===== config.mk =====
export PLATFORM = sky130hd
export DESIGN_NAME = ntt_butterfly_pipe
export DESIGN_NICKNAME = d
export VERILOG_FILES = /design/src/rtl/ntt_butterfly_pipe_pkg.sv /design/src/rtl/ntt_butterfly_pipe_barrett_reduce.sv /design/src/rtl/ntt_butterfly_pipe.sv
export SDC_FILE = /design/constraint.sdc
export NUM_CORES = 1
export LEC_CHECK = 0
export CAP_MARGIN = 20
export CELL_PAD_IN_SITES_DETAIL_PLACEMENT = 0
export CELL_PAD_IN_SITES_GLOBAL_PLACEMENT = 1
export CORE_ASPECT_RATIO = 0.5
export CORE_MARGIN = 4
export CORE_UTILIZATION = 30
export CTS_CLUSTER_SIZE = 8
export DETAILED_ROUTE_END_ITERATION = 7
export GPL_ROUTABILITY_DRIVEN = 1
export GPL_TIMING_DRIVEN = 0
export MAX_ROUTING_LAYER = met4
export PLACE_DENSITY = 0.61
export SLEW_MARGIN = 10
export SYNTH_ARGS = -nofsm -noshare
export SYNTH_HDL_FRONTEND = slang
export SYNTH_SLANG_ARGS = --single-unit

===== constraint.sdc =====
create_clock -name clk -period 29.3 [get_ports clk]
set_input_delay 5.86 -clock clk [delete_from_list [all_inputs] [get_ports clk]]
set_output_delay 5.86 -clock clk [all_outputs]
set_load 0.005 [all_outputs]

===== src/rtl/ntt_butterfly_pipe_pkg.sv =====
// ntt_butterfly_pipe_pkg: Kyber NTT constants plus the modular add/subtract cells shared by the butterfly stages.
package ntt_butterfly_pipe_pkg;
    localparam int DW          = 12;
    localparam int Q           = 3329;
    localparam int BAR_M       = 5039;
    localparam int BAR_K       = 24;
    localparam int NTT_LATENCY = 3;
    localparam logic [DW-1:0] Q_DW = DW'(Q);

    function automatic logic [DW-1:0] mod_add(input logic [DW-1:0] x, input logic [DW-1:0] y);
        logic [DW:0] s;
        s = {1'b0, x} + {1'b0, y};
        return (s >= {1'b0, Q_DW}) ? DW'(s - {1'b0, Q_DW}) : s[DW-1:0];
    endfunction

    // x + Q - y stays below Q when x < y, so DW-bit wraparound is harmless
    function automatic logic [DW-1:0] mod_sub(input logic [DW-1:0] x, input logic [DW-1:0] y);
        return (x >= y) ? x - y : x + Q_DW - y;
    endfunction
endpackage


===== src/rtl/ntt_butterfly_pipe_barrett_reduce.sv =====
// ntt_butterfly_pipe_barrett_reduce: combinational Barrett reduction of a product below Q^2 into 0..Q-1.
module ntt_butterfly_pipe_barrett_reduce
    import ntt_butterfly_pipe_pkg::*;
(
    input  logic [2*DW-1:0] p,
    output logic [DW-1:0]   t
);
    localparam int MW = 2*DW + 13;

    logic [MW-1:0]   prod;
    logic [2*DW-1:0] qh;
    logic [2*DW-1:0] r;

    // floor(2^24/Q) underestimates the quotient by at most one, so one correction suffices
    always_comb begin
        prod = MW'(p) * MW'(BAR_M);
        qh   = (2*DW)'(prod >> BAR_K);
        r    = p - qh * (2*DW)'(Q);
        t    = (r >= (2*DW)'(Q)) ? DW'(r - (2*DW)'(Q)) : DW'(r);
    end
endmodule


===== src/rtl/ntt_butterfly_pipe.sv =====
// ntt_butterfly_pipe: 3-stage Cooley-Tukey butterfly with valid/ready and a global stall enable.
// Define NTT_GS_MODE_EN to add the in_mode port and the Gentleman-Sande inverse butterfly.
module ntt_butterfly_pipe
    import ntt_butterfly_pipe_pkg::*;
(
    input  logic          clk,
    input  logic          rst_n,
    input  logic          in_valid,
    output logic          in_ready,
    input  logic [DW-1:0] in_a,
    input  logic [DW-1:0] in_b,
    input  logic [DW-1:0] in_zeta,
`ifdef NTT_GS_MODE_EN
    input  logic          in_mode,
`endif
    output logic          out_valid,
    input  logic          out_ready,
    output logic [DW-1:0] out_a,
    output logic [DW-1:0] out_b
);
    logic            adv;
    logic            v1_q, v1_d, v2_q, v2_d, out_valid_q, out_valid_d;
    logic [2*DW-1:0] p_q, p_d;
    logic [DW-1:0]   a1_q, a1_d, a2_q, a2_d, t_q, t_d;
    logic [DW-1:0]   out_a_q, out_a_d, out_b_q, out_b_d;
    logic [DW-1:0]   a_in, mul_x, t_red, sum, dif;
`ifdef NTT_GS_MODE_EN
    logic            m1_q, m1_d, m2_q, m2_d;
`endif

    ntt_butterfly_pipe_barrett_reduce u_barrett (
        .p (p_q),
        .t (t_red)
    );

    always_comb begin
        adv   = !out_valid_q | out_ready;
        a_in  = in_a;
        mul_x = in_b;
        sum   = mod_add(a2_q, t_q);
        dif   = mod_sub(a2_q, t_q);
`ifdef NTT_GS_MODE_EN
        // GS folds a+b and a-b into stage 1 so the multiplier and reducer are shared with CT
        a_in  = in_mode ? mod_add(in_a, in_b) : in_a;
        mul_x = in_mode ? mod_sub(in_a, in_b) : in_b;
        sum   = m2_q ? a2_q : sum;
        dif   = m2_q ? t_q : dif;
        m1_d  = adv ? in_mode : m1_q;
        m2_d  = adv ? m1_q : m2_q;
`endif
        v1_d        = adv ? in_valid : v1_q;
        v2_d        = adv ? v1_q : v2_q;
        out_valid_d = adv ? v2_q : out_valid_q;
        p_d         = adv ? (2*DW)'(mul_x) * (2*DW)'(in_zeta) : p_q;
        a1_d        = adv ? a_in : a1_q;
        a2_d        = adv ? a1_q : a2_q;
        t_d         = adv ? t_red : t_q;
        out_a_d     = adv ? sum : out_a_q;
        out_b_d     = adv ? dif : out_b_q;
    end

    always_ff @(posedge clk or negedge rst_n) begin
        if (!rst_n) begin
            v1_q        <= 1'b0;
            v2_q        <= 1'b0;
            out_valid_q <= 1'b0;
            out_a_q     <= '0;
            out_b_q     <= '0;
        end else begin
            v1_q        <= v1_d;
            v2_q        <= v2_d;
            out_valid_q <= out_valid_d;
            out_a_q     <= out_a_d;
            out_b_q     <= out_b_d;
        end
    end

    always_ff @(posedge clk) begin
        p_q  <= p_d;
        a1_q <= a1_d;
        a2_q <= a2_d;
        t_q  <= t_d;
`ifdef NTT_GS_MODE_EN
        m1_q <= m1_d;
        m2_q <= m2_d;
`endif
    end

    assign in_ready  = adv;
    assign out_valid = out_valid_q;
    assign out_a     = out_a_q;
    assign out_b     = out_b_q;
endmodule


==> flow_metrics.env, run 1 <==
export IMPL_status="completed"
export IMPL_synth_edf_count=60
export IMPL_syn_avg_cell_area_sq_um=9.624
export IMPL_r2r_end="t_q[3]"
export IMPL_fin_skew_ns=0.01245
export IMPL_grt_pass1_wl_mm=67.79
export IMPL_cp_arrival_ns=8.41
export IMPL_multi_input_area_sq_um=13640
export IMPL_rsz0062_at_grt="no"
export IMPL_drv_slew=0
export IMPL_final_nets=2555
export IMPL_ys_seq_area_share_pct=13.81
export IMPL_synthFlopType="edfxtp_1"
export IMPL_row_count=63
export IMPL_path_cells="clkdlybuf4s50_1 -> nor2b_1 -> clkbuf_1 -> clkinv_1 -> clkbuf_4 -> buf_16 -> clkdlybuf4s50_1"
export IMPL_ys_types=78
export IMPL_layout_min_cycle_time_ns=14.27
export IMPL_async_flop_share_pct=31.03
export IMPL_synth_fp_nets=2476
export IMPL_start_kind="primary input"
export IMPL_dp_hpwl_mm=34.10
export IMPL_avgRoutedWirePerCell_um=14.26
export IMPL_path_clk_slew_ns=0.07
export IMPL_yosys_register_bits=87
export IMPL_core_area_sq_um=59200
export IMPL_worst_slack_ns=15.03
export IMPL_crit_family="buffers and inverters"
export IMPL_die_height_um=180.9
export IMPL_totalWireLength_mm=39.36
export IMPL_drt_iter0_drc=413
export IMPL_avgViaCountPerCell=4.387
export IMPL_place_congestion=0.7971
export IMPL_worstPathMaxFanout=56
export IMPL_grt_pass1_vias=13000
export IMPL_clock_sinks=87
export IMPL_clock_latency_ns=0.38
export IMPL_clockBufferDepth=2
export IMPL_r2r_start="p_q[14]"
export IMPL_ctsHoldBuffers=0
export IMPL_finalSetupViolations=0
export IMPL_ctsRootBufferMaster="clkbuf_16"
export IMPL_finalCritPeriodShare_pct=48.70
export IMPL_final_common_cell="inv_1"
export IMPL_worst_path_most_repeated_cell="clkdlybuf4s50_1"
export IMPL_postSynthCellCount=1864
export IMPL_antenna_found_initial=0
export IMPL_hp_class="flip-flop to flip-flop"
export IMPL_fin_setup_tns_ns=0
export IMPL_final_cell_mix="431 x inv_1, 306 x ha_1, 266 x fa_1, 147 x nand2_1"
export IMPL_tightest_slew_ns=0.7149
export IMPL_post_cts_buffers=0
export IMPL_holdPathEnd="a2_q[4]"
export IMPL_hold_violations=0
export IMPL_ys_warn_count=0
export IMPL_cts_tree="yes"
export IMPL_worstSetupPathType="primary input to output port"
export IMPL_dp_worst_setup_slack_ns=14.92
export IMPL_min_from="a1_q[4]"
export IMPL_die_width_um=353.8
export IMPL_drc=0
export IMPL_whs_ns=0.4204
export IMPL_reg2reg_depth=33
export IMPL_regArea_sq_um=2477
export IMPL_slew_headroom_pct=51.72
export IMPL_cp_required_ns=23.44
export IMPL_grt_overflow=0
export IMPL_cts_buffers=9
export IMPL_grt_max_degree=56
export IMPL_post_cts_resized=0
export IMPL_layout_drive_gt1_share_pct=2.823
export IMPL_r2r_setup_slack_ns=18.46
export IMPL_cpMaxStageDelayCell="clkdlybuf4s50_1"
export IMPL_worst_setup_path_end_kind="output port"
export IMPL_pin_count=66
export IMPL_crit_buf_inv=6
export IMPL_fp_dieArea_sq_um=64010
export IMPL_antenna_left=0
export IMPL_initial_core_util_pct=30.30
export IMPL_drt_first_pass_iters=4
export IMPL_vias=12110
export IMPL_holdPathStages=0
export IMPL_drv_cap=0
export IMPL_cts_htree_levels=3
export IMPL_max_stage_delay_ns=0.49
export IMPL_area_growth_pct=11.48
export IMPL_numPortBuffers=65
export IMPL_synth_area_sq_um=17940
export IMPL_timing_fmax_ghz=0.07008
export IMPL_grt_use_total_pct=13.35
export IMPL_n_fill_cell=6150
==> worst max-delay path by stage <==
stage | from | end | slack [ns] | cells past startpoint
2_1_floorplan | out_ready | in_ready | 15.34 | 4
5_1_grt | out_ready | in_ready | 14.76 | 7
4_1_cts | out_ready | in_ready | 14.91 | 7
3_3_place_gp | out_ready | in_ready | 12.53 | 6
3_5_place_dp | out_ready | in_ready | 14.92 | 7
6_report | out_ready | in_ready | 15.03 | 7
==> cell families after synthesis <==
kind of cell | Yosys count | synth area share [%]
AND/OR/NAND/NOR | 381 | 10.51
multiplexers | 7 | 0.3976
XOR/XNOR | 92 | 4.569
AO/OA/AOI/OAI | 248 | 9.556
adder cells (fa/ha/maj) | 572 | 51.03
flip-flops | 87 | 13.81
buffers and inverters | 477 | 10.13
==> metal layers <==
| layer | GRT usage [%] | wire length (um) | up-vias |
|---|---|---|---|
| li1 | - | - | 6138 |
| met1 | 18.78 | 20460 | 5861 |
| met2 | 21.01 | 17760 | 98 |
| met3 | 1.907 | 859 | 16 |
| met4 | 1.723 | 284 | 0 |
| met5 | - | 0 | - |
==> registers in the layout, summed over array words and instances, names as in the netlist, 12 cells and up <==
name   flops
out_b     12
t_q       12
a1_q      12
p_q       24
a2_q      12
out_a     12
==> per-stage QoR <==
step	area, sq um	utilization, %	std cells
detailed placement	19660	33.22	2744
global route	20000	33.78	2760
finish	20000	33.78	2761
CTS	20000	33.78	2760
global placement	19610	33.12	2741
floorplan	17940	-	1864
==> synth_stat cells (all sizes together) (6+ instances only) <==
cell    instances  area, sq um
a211oi          7        72.57
a21o           26        195.2
a21oi          64        320.3
a31oi          12        90.09
and2           65        406.6
buf            11        67.56
clkbuf         34        127.6
dfrtp          27        675.7
edfxtp         60         1802
fa            266         5325
ha            306         3829
inv           431         1618
mux2i           6        60.06
nand2         147        551.8
nand2b         13        81.33
nand3          22        110.1
nand4           9        56.30
nor2           51        193.9
nor2b           9        56.30
nor3           19        95.09
o21a           19        142.6
o21ai          47        239.0
o21bai         15        112.6
o31ai           6        50.05
or2             7        43.79
or3            11        68.82
xnor2          57        499.2
xor2           34        297.8
==> worst register-to-register path: cells and delay by family (launching register included) <==
kind	cells	cell delay [ns]
adders and majority gates	12	5.19
AOI/OAI and AO/OA	12	3.21
DFF	1	0.72
xor gates and xnor gates	2	0.61
and+or+nand+nor	3	0.58
buffers and inverters	4	0.28
==> cell type report <==
cell class | instances | share of cell area, %
Clock buffer | 9 | 1.126
Sequential cell | 87 | 12.39
Buffer | 45 | 0.9948
Timing Repair Buffer | 68 | 3.522
Tap cell | 812 | 5.080
Inverter | 432 | 8.109
Multi-Input combinational cell | 1300 | 68.23
Antenna cell | 1 | 0.01251
Clock inverter | 7 | 0.5381
Power of run 1 is not shown: default switching activity piles up to over one toggle a cycle in this logic, so the estimate is an artifact.
==> inputs of run 2 (changes only) <==
- clock period: 29.3 -> 14.25 ns (I/O delays scaled with it)
==> results of run 2 <==
Same layout as run 1 (identical final DEF). Status: completed.
Among the figures that moved: setup slack after placement 14.92 ns -> 3.302 ns; clock-pin slew on the worst setup and hold paths 0.07 ns -> 0.08 ns; setup slack after layout 15.03 ns -> 3.413 ns; start point of the critical path out_ready -> p_q[14]; end point of the critical path in_ready -> t_q[3]; register-to-register setup slack 18.46 ns -> 3.41 ns
Power of run 2 is left out for the same reason.
